===== config.mk =====
export PLATFORM = sky130hd
export DESIGN_NAME = instr_class_pipe
export DESIGN_NICKNAME = d
export VERILOG_FILES = /design/src/rtl/instr_class_pipe.sv
export SDC_FILE = /design/constraint.sdc
export NUM_CORES = 1
export LEC_CHECK = 0
export BUFFER_PORTS_ARGS = -buffer_cell sky130_fd_sc_hd__buf_2
export CAP_MARGIN = 20
export CORE_UTILIZATION = 52
export CTS_BUF_LIST = sky130_fd_sc_hd__clkbuf_2 sky130_fd_sc_hd__clkbuf_4 sky130_fd_sc_hd__clkbuf_8
export CTS_CLUSTER_SIZE = 14
export DETAILED_ROUTE_END_ITERATION = 10
export PLACE_DENSITY = 0.92
export SLEW_MARGIN = 10
export SYNTH_ARGS = -nofsm -noshare
export SYNTH_HDL_FRONTEND = slang
export SYNTH_SLANG_ARGS = --single-unit

===== constraint.sdc =====
create_clock -name clk -period 13.55 [get_ports clk]
set_input_delay 2.71 -clock clk [delete_from_list [all_inputs] [get_ports clk]]
set_output_delay 2.71 -clock clk [all_outputs]
set_load 0.02 [all_outputs]

===== src/rtl/instr_class_pipe.sv =====
// rtl/instr_class_pipe.sv - D-stage instruction classifier with E/M/W hazard pipeline and stall generation
//
// Decodes the instruction in D into class flags, operand use times (Tuse) and
// destination/result timing, carries destination register and time-to-result
// (Tnew) through E, M and W, and raises a single stall when a D-stage operand
// cannot yet be forwarded or a HI/LO instruction must wait for mult/div.
//
// Optional feature macro: INSTR_CLASS_MD_BUSY_EN
//   defined   : internal mult/div busy counter and md stall are built
//   undefined : no counter, md_busy tied 0, md stall term 0 (external MDU)
//
// Parameters:
//   MULT_CYCLES   busy cycles after mult/multu leaves E
//   DIV_CYCLES    busy cycles after div/divu leaves E (>= MULT_CYCLES)
// Ports:
//   clk           system clock, rising edge
//   reset         asynchronous reset, active low
//   instr_d       instruction currently in D
//   stall         freeze PC and F/D; E loads a bubble
//   jump_d..md_d  D-stage class flags
//   tuse_rs/rt    D-stage operand use time, 3 = operand unused
//   a3_e/m/w      destination register per stage, 0 = no write
//   tnew_e/m      cycles until the stage's result is forwardable
//   md_busy       mult/div result pending
module instr_class_pipe #(
  parameter int MULT_CYCLES = 5,
  parameter int DIV_CYCLES  = 10
) (
  input  logic        clk,
  input  logic        reset,
  input  logic [31:0] instr_d,
  output logic        stall,
  output logic        jump_d,
  output logic        b_d,
  output logic        load_d,
  output logic        store_d,
  output logic        cal_r_d,
  output logic        cal_i_d,
  output logic        md_d,
  output logic [1:0]  tuse_rs,
  output logic [1:0]  tuse_rt,
  output logic [4:0]  a3_e,
  output logic [4:0]  a3_m,
  output logic [4:0]  a3_w,
  output logic [1:0]  tnew_e,
  output logic [1:0]  tnew_m,
  output logic        md_busy
);

  logic [5:0] op;
  logic [5:0] funct;
  logic [4:0] rs;
  logic [4:0] rt;
  logic [4:0] rd;

  assign op    = instr_d[31:26];
  assign rs    = instr_d[25:21];
  assign rt    = instr_d[20:16];
  assign rd    = instr_d[15:11];
  assign funct = instr_d[5:0];

  // shamt never affects classification
  logic unused_shamt;
  assign unused_shamt = ^instr_d[10:6];

  logic is_j, is_jal, is_jr, is_jalr;
  logic is_mf, is_mt, is_mult, is_div;

  // Class decode; the all-zero word (sll $0,$0,0) is treated as a pure nop.
  always_comb begin
    b_d     = 1'b0;
    load_d  = 1'b0;
    store_d = 1'b0;
    cal_r_d = 1'b0;
    cal_i_d = 1'b0;
    is_j    = 1'b0;
    is_jal  = 1'b0;
    is_jr   = 1'b0;
    is_jalr = 1'b0;
    is_mf   = 1'b0;
    is_mt   = 1'b0;
    is_mult = 1'b0;
    is_div  = 1'b0;
    if (instr_d != 32'd0) begin
      case (op)
        6'h00: begin
          case (funct)
            6'h00, 6'h02, 6'h03, 6'h04, 6'h06, 6'h07,
            6'h20, 6'h21, 6'h22, 6'h23, 6'h24, 6'h25, 6'h26, 6'h27,
            6'h2a, 6'h2b:       cal_r_d = 1'b1;
            6'h08:              is_jr   = 1'b1;
            6'h09:              is_jalr = 1'b1;
            6'h10, 6'h12:       is_mf   = 1'b1;
            6'h11, 6'h13:       is_mt   = 1'b1;
            6'h18, 6'h19:       is_mult = 1'b1;
            6'h1a, 6'h1b:       is_div  = 1'b1;
            default: ;
          endcase
        end
        // regimm: only bltz (rt=0) and bgez (rt=1) are supported
        6'h01:                  b_d     = (rt == 5'd0) || (rt == 5'd1);
        6'h02:                  is_j    = 1'b1;
        6'h03:                  is_jal  = 1'b1;
        6'h04, 6'h05, 6'h06, 6'h07: b_d = 1'b1;
        6'h08, 6'h09, 6'h0a, 6'h0b, 6'h0c, 6'h0d, 6'h0e, 6'h0f: cal_i_d = 1'b1;
        6'h20, 6'h21, 6'h23, 6'h24, 6'h25: load_d = 1'b1;
        6'h28, 6'h29, 6'h2b:    store_d = 1'b1;
        default: ;
      endcase
    end
  end

  assign jump_d = is_j | is_jal | is_jr | is_jalr;
  assign md_d   = is_mf | is_mt | is_mult | is_div;

  logic [4:0] a3_dec;
  logic [1:0] tnew_dec;

  always_comb begin
    tuse_rs  = 2'd3;
    tuse_rt  = 2'd3;
    a3_dec   = 5'd0;
    tnew_dec = 2'd0;
    if (b_d || is_jr || is_jalr)                         tuse_rs = 2'd0;
    else if (cal_r_d || cal_i_d || load_d || store_d || md_d) tuse_rs = 2'd1;
    if (b_d)                                             tuse_rt = 2'd0;
    else if (cal_r_d || is_mult || is_div)               tuse_rt = 2'd1;
    else if (store_d)                                    tuse_rt = 2'd2;
    if (cal_r_d || is_mf || is_jalr)                     a3_dec = rd;
    else if (cal_i_d || load_d)                          a3_dec = rt;
    else if (is_jal)                                     a3_dec = 5'd31;
    if (load_d)                                          tnew_dec = 2'd2;
    else if (cal_r_d || cal_i_d || is_mf)                tnew_dec = 2'd1;
  end

  logic [4:0] a3_e_q, a3_m_q, a3_w_q;
  logic [1:0] tnew_e_q, tnew_m_q;
  logic [4:0] a3_e_d;
  logic [1:0] tnew_e_d, tnew_m_d;

  assign a3_e   = a3_e_q;
  assign a3_m   = a3_m_q;
  assign a3_w   = a3_w_q;
  assign tnew_e = tnew_e_q;
  assign tnew_m = tnew_m_q;

  function automatic logic hazard(input logic [4:0] src, input logic [1:0] tuse,
                                  input logic [4:0] dst, input logic [1:0] tnew);
    return (dst != 5'd0) && (dst == src) && (tuse < tnew);
  endfunction

  logic data_stall;
  logic md_stall;

  // W is never checked: the register file bypasses same-cycle writes.
  assign data_stall = hazard(rs, tuse_rs, a3_e_q, tnew_e_q) |
                      hazard(rt, tuse_rt, a3_e_q, tnew_e_q) |
                      hazard(rs, tuse_rs, a3_m_q, tnew_m_q) |
                      hazard(rt, tuse_rt, a3_m_q, tnew_m_q);

  assign stall = data_stall | md_stall;

  always_comb begin
    a3_e_d   = stall ? 5'd0 : a3_dec;
    tnew_e_d = stall ? 2'd0 : tnew_dec;
    tnew_m_d = (tnew_e_q == 2'd0) ? 2'd0 : tnew_e_q - 2'd1;
  end

  always_ff @(posedge clk or negedge reset) begin
    if (!reset) begin
      a3_e_q   <= 5'd0;
      a3_m_q   <= 5'd0;
      a3_w_q   <= 5'd0;
      tnew_e_q <= 2'd0;
      tnew_m_q <= 2'd0;
    end else begin
      a3_e_q   <= a3_e_d;
      tnew_e_q <= tnew_e_d;
      a3_m_q   <= a3_e_q;
      tnew_m_q <= tnew_m_d;
      a3_w_q   <= a3_m_q;
    end
  end

`ifdef INSTR_CLASS_MD_BUSY_EN
  localparam int CW = $clog2(DIV_CYCLES + 1);

  logic          mult_e_q, div_e_q;
  logic          mult_e_d, div_e_d;
  logic [CW-1:0] cnt_q, cnt_d;

  // A new md op in E reloads the counter even if a previous one is pending.
  always_comb begin
    mult_e_d = stall ? 1'b0 : is_mult;
    div_e_d  = stall ? 1'b0 : is_div;
    cnt_d    = cnt_q;
    if (div_e_q)             cnt_d = CW'(DIV_CYCLES);
    else if (mult_e_q)       cnt_d = CW'(MULT_CYCLES);
    else if (cnt_q != '0)    cnt_d = cnt_q - CW'(1);
  end

  always_ff @(posedge clk or negedge reset) begin
    if (!reset) begin
      mult_e_q <= 1'b0;
      div_e_q  <= 1'b0;
      cnt_q    <= '0;
    end else begin
      mult_e_q <= mult_e_d;
      div_e_q  <= div_e_d;
      cnt_q    <= cnt_d;
    end
  end

  assign md_busy  = (cnt_q != '0);
  assign md_stall = md_d & (md_busy | mult_e_q | div_e_q);
`else
  assign md_busy  = 1'b0;
  assign md_stall = 1'b0;
`endif

endmodule


=== Word-level counts from Yosys, hierarchy flattened ===
Cells that the tools add are included.

* Add/subtract/negate cells: 1
* Order comparisons: 4
* Equality and inequality tests: 53
* Mux-type cells: 46
* Bitwise logic cells: 9
* Reductions and logical operators: 37

{| class="wikitable"
|+ Operators by type and width
! kind !! count
|-
| 6-bit equality test (second input constant) || 18
|-
| 6-bit by 4-bit equality test with 1-bit output (second input constant) || 10
|-
| 6-bit by 5-bit equality test with 1-bit output (second input constant) || 8
|-
| 6-bit by 3-bit equality test with 1-bit output (second input constant) || 7
|-
| 1-bit two-way mux || 34
|-
| 32-bit nonzero test || 1
|-
| 6-bit by 2-bit equality test with 1-bit output (second input constant) || 4
|-
| 5-bit equality test || 4
|-
| 5-bit two-way mux || 4
|-
| 16-bit OR reduction || 1
|-
| 2-bit two-way mux || 7
|-
| 1-bit logical OR || 13
|-
| 6-bit zero test || 2
|-
| 5-bit nonzero test || 2
|-
| 1-bit bitwise OR || 9
|-
| 1-bit logical AND || 8
|-
| 2-bit < comparator || 4
|-
| 2-bit OR reduction || 4
|-
| 8-bit OR reduction || 1
|-
| 6-bit by 1-bit equality test with 1-bit output (second input constant) || 1
|-
| 5-bit by 1-bit equality test with 1-bit output (second input constant) || 1
|-
| 5-bit zero test || 1
|-
| 5-bit OR reduction || 1
|-
| 4-bit OR reduction || 1
|-
| 4 further kinds || 4
|}

* Register bits: 19
* Bits of input ports: 34
* Output and inout port bits: 32
* Logic and storage cells: 155

=== Longest topological paths before layout ===
* Word-level depth: 17
* Depth in mapped cells: 13

=== Worst setup path after synthesis ===
OpenSTA, ideal clock, no wires.

* Path type: input to output
* From: input port instr_d[28]
* To: output port stall
* Arrival time: 6.321 ns
* Data required time: 10.840 ns
* Path slack: 4.519 ns
* Cell stages on the path: 12
* Buffers on the path: 2
* Path through: clkbuf_1 nand2b_1 a2111oi_0 nor2_1 nand2_1 nor2_1 ha_1 a211o_1 nor4_1 or4_4 buf_6 or3_1

* Elaborated cells between the ends (all ways): 76
* Classes of those cells: 4 x order compare; 21 x eq/ne; 27 x mux; 6 x bitwise; 18 x reduce/logical

{| class="wikitable"
|+ RTL lines
! item !! RTL line !! RTL
|-
| start: declaration || 31 || <nowiki>input logic [31:0] instr_d,</nowiki>
|-
| 6-bit equality test || 85 || <nowiki>case (op)</nowiki>
|-
| 5-bit OR reduction || 85 ||
|-
| 1-bit two-way mux || 85 ||
|-
| 1-bit two-way mux (*) || 84 || <nowiki>if (instr_d != 32'd0) begin</nowiki>
|-
| named net load_d || 35 || <nowiki>output logic load_d,</nowiki>
|-
| 1-bit logical OR (*) (3 in series) || 125 || <nowiki>else if (cal_r_d || cal_i_d || load_d || store_d || md_d) tuse_rs = 2'd1;</nowiki>
|-
| 2-bit two-way mux (*) || 125 ||
|-
| 2-bit two-way mux (*) || 124 || <nowiki>if (b_d || is_jr || is_jalr) tuse_rs = 2'd0;</nowiki>
|-
| named net tuse_rs[1] || 40 || <nowiki>output logic [1:0] tuse_rs,</nowiki>
|-
| 2-bit < comparator || 149 || <nowiki>return (dst != 5'd0) && (dst == src) && (tuse < tnew);</nowiki>
|-
| 1-bit logical AND || 149 ||
|-
| 1-bit bitwise OR || 156 || <nowiki>assign data_stall = hazard(rs, tuse_rs, a3_e_q, tnew_e_q) |</nowiki>
|-
| 1-bit bitwise OR (*) || 157 || <nowiki>hazard(rt, tuse_rt, a3_e_q, tnew_e_q) |</nowiki>
|-
| 1-bit bitwise OR (*) || 158 || <nowiki>hazard(rs, tuse_rs, a3_m_q, tnew_m_q) |</nowiki>
|-
| end: declaration || 32 || <nowiki>output logic stall,</nowiki>
|}

Mark *: on every way through the listed nets, which the timed path passes. The rest lies on a longest branch.

=== Worst setup path after layout ===
* From: input port instr_d[29]
* To: output port stall

* Cells in the longest elaborated chain, start to end: 15
* Elaborated cells between the ends (all ways): 76
* Classes of those cells: 4 x order compare; 21 x eq/ne; 27 x mux; 6 x bitwise; 18 x reduce/logical

{| class="wikitable"
|+ Ends and longest elaborated chain
! item !! RTL line
|-
| 6-bit by 4-bit equality test with 1-bit output || 85
|-
| 8-bit OR reduction || 85
|-
| 1-bit two-way mux || 85
|-
| 1-bit two-way mux || 84
|-
| 1-bit logical OR (4 in series) || 125
|-
| 2-bit two-way mux || 125
|-
| 2-bit two-way mux || 124
|-
| 2-bit < comparator || 149
|-
| 1-bit logical AND || 149
|-
| 1-bit bitwise OR || 156
|-
| 1-bit bitwise OR || 157
|-
| 1-bit bitwise OR (*) || 158
|}

Mark *: on every way between the ends. The rest lies on a longest branch, timed or not.

==> impl_metrics.tcl <==
set metrics [dict create \
    status "finished, final reports clean" \
    synth-seq-cells 19 \
    die_x_um 55.22 \
    worstHoldEndpoint "tnew_m[0]" \
    grt_pass1_wl_um 6893 \
    drc 0 \
    worst-path-stages 12 \
    cp_top_family "simple AND/OR/NAND/NOR gates" \
    setup_slack_ns 4.732 \
    clk_latency_ns 0.31 \
    ys_warn_count 0 \
    dp_cells 250 \
    critPathLaunchType "input pin" \
    grtUsageTotal_pct 28.82 \
    finalHoldViolations 0 \
    fin_area_um2 1827 \
    min_from "tnew_e[0]" \
    syn_nets 200 \
    place_ws_ns 4.824 \
    post-route-util_pct 71.15 \
    seq_area_frac_synth_pct 32.29 \
    htreeDepth 1 \
    layout-drive-gt1-share_pct 36.61 \
    peakVddDrop_uv 74.05 \
    cap_violations 0 \
    ctsResizeCount 0 \
    dpl_cell_area_um2 1797 \
    grt_pass1_vias 1486 \
    coreArea_um2 2567 \
    antenna_cells 0 \
    synth_top_family_by_area "simple AND/OR/NAND/NOR gates" \
    ios 66 \
    slowest_stage "or4_1" \
    r2r-end "tnew_e[0]" \
    post-route-min-period_ns 8.818 \
    clock_skew_ns 0.002733 \
    fmax_mhz 113.4 \
    rsz0062_at_grt "false" \
    viasPerCell 6.236 \
    r2r-start "a3_e[1]" \
    relSlewSlack_pct 45.20 \
    dr.pass1.iters 4 \
    cp.arrival_ns 6.11 \
    synth_fa_ha_area_share_pct 3.398 \
    cts_sinks 19 \
    min_path_cells 1 \
    postCtsHoldBufs 0 \
    gp_congestion 0.8871 \
    grt_max_degree 20 \
    cts.clk_slew.worst_paths_ns 0.11 \
    cp_max_fo 8 \
    die_y_um 55.22 \
    grt-ovfl-total 0 \
    leakage_nw 0.8387 \
    p_per_area_nw_per_um2 78.81 \
    rows 18 \
    initialDrtViolationCount 79 \
    path_buf_inv 2 \
    ys_types 41 \
    avgSynthCellArea_um2 9.091 \
    cpPeakStageDelay_ns 0.54 \
    cts_setup_buffers 0 \
    setup_violations 0 \
    cts_tree "yes" \
    fin_crit_sh_pct 65.07 \
    place_hpwl_um 3377 \
    die_area_um2 3049 \
    portBuffers 64 \
    tightest_slew_ns 0.8013 \
    cp.required_ns 10.84 \
    synthMuxAreaShare_pct 0.6797 \
    drv_slew 0 \
    synthXorXnorAreaFrac_pct 11.89 \
    crit_chain "buf_2 > or3_1 > nor4_1 > o21ai_0 > a2111oi_0 > nor2_1 > ha_1 > or4_1 > nor3_1 > o221a_2 > or3_1 > buf_2" \
    initial_core_util_pct 57.36 \
    finalNonFillerCells 254 \
    fin_tns_setup_ns 0 \
    crit_type "input pin to output port" \
    r2r_cells 5 \
    cts_buffer_depth 2 \
    end_kind "output port" \
    ant_nets 0 \
    routed_wl_um 4243 \
    netlist_area_um2 1473 \
    ff2ff_setup_slack_ns 11.07 \
    clockRootBuffer "clkbuf_4" \
    yosys.area_share.simple_pct 23.45 \
    area_growth_pct 24.04 \
    synth-compound-area-share_pct 22.94 \
    wl_per_cell_um 16.70 \
    syn_inst 162 \
    hold_path.class "flip-flop to flip-flop" \
    antenna_found_initial 0 \
    cts_buffers 3 \
    vias 1584 \
    fin_nets 263 \
]
layer usage:
layer	GRT usage, %	part of all wire, %	up-vias	routed length (um)
li1	-	-	733	-
met1	37.05	41	729	1742
met2	44.75	46	103	1954
met3	5.855	8.6	19	365
met4	16.79	4.3	0	181
met5	0	0	-	0
registers in the layout (all words and copies together), names as in the netlist:
register / flops
a3_e: 5
a3_w: 5
tnew_m: 2
a3_m: 5
tnew_e: 2
layout make-up:
cell class              count  area (um^2)
multi-input cells         126        922.1
fillers                   198        740.7
flip-flops and latches     19        475.5
repair buffers             64        320.3
inverters                  11        41.29
well taps                  30        37.54
clock buffers               4        30.03
Yosys cell counts:
master,instances,area (um^2)
a2111oi_0,3,26.28
a2111oi_2,5,75.07
a211o_1,2,17.52
a211oi_1,3,22.52
a21oi_1,5,25.02
a2bb2oi_1,1,8.760
a311o_1,1,10.01
a31oi_1,3,18.77
and3_1,1,6.260
and3b_1,1,8.760
buf_4,1,7.510
buf_6,1,11.26
clkbuf_1,4,15.01
conb_1,1,3.750
dfrtp_1,19,475.5
ha_1,4,50.05
inv_1,11,41.29
mux2i_1,1,10.01
nand2_1,9,33.78
nand2b_1,5,31.28
nand3_1,3,15.01
nand4_1,4,25.02
nand4bb_1,1,11.26
nor2_1,12,45.04
nor2_2,1,6.260
nor3_1,6,30.03
nor4_1,9,56.30
nor4b_2,1,15.01
o2111ai_2,2,30.03
o211ai_1,1,7.510
o21a_1,2,15.01
o21ai_0,7,35.03
o21ba_2,1,10.01
o21bai_1,1,7.510
o221a_2,1,11.26
o22a_1,2,17.52
or3_1,2,12.51
or4_1,2,15.01
or4_4,3,33.78
xnor2_1,16,140.1
xor2_1,4,35.03
how the worst max path moves through the flow:
| stage | from | end | slack (ns) |
|---|---|---|---|
| after floorplan | instr_d[28] | stall | 4.52 |
| after global placement | instr_d[29] | stall | 4.87 |
| after detailed placement | instr_d[29] | stall | 4.82 |
| after CTS | instr_d[29] | stall | 4.80 |
| after global routing | instr_d[29] | stall | 4.62 |
| final | instr_d[29] | stall | 4.73 |
cell families (layout without fill, tap and decap cells):
family | Yosys count | after routing
flip-flops | 19 | 19
buffers and inverters | 17 | 79
AO/OA/AOI/OAI | 40 | 40
multiplexers | 1 | 1
AND/OR/NAND/NOR | 60 | 60
other | 1 | 1
XOR/XNOR | 20 | 20
adder cells (fa/ha/maj) | 4 | 4
power by group:
group | internal (mW) | switching (mW) | total, mW
combinational | 0.0192 | 0.0276 | 0.0467
clock | 0.0135 | 0.0180 | 0.0315
sequential | 0.0606 | 0.00517 | 0.0657
cells in the final DEF, fill, tap and decap left out, types with 4 or more instances in the layout:
cell	netlist	final
xnor2_1	16	16
nand4_1	4	4
nand2b_1	5	5
clkbuf_4	0	4
inv_1	11	11
buf_2	0	64
ha_1	4	4
nor3_1	6	6
a2111oi_2	5	5
nor4_1	9	9
xor2_1	4	4
nor2_1	12	12
dfrtp_1	19	19
a21oi_1	5	5
nand2_1	9	9
o21ai_0	7	7
metrics by stage:
| step | hold WS (ns) | total power [mW] |
|---|---|---|
| after floorplan | 0.5542 | 0.09373 |
| after global placement | 0.4706 | 0.1110 |
| after detailed placement | 0.4679 | 0.1128 |
| after CTS | 0.4856 | 0.1433 |
| after global routing | 0.5090 | 0.1502 |
| final | 0.4895 | 0.1440 |
No activity file was read; power rests on OpenSTA's default activity.
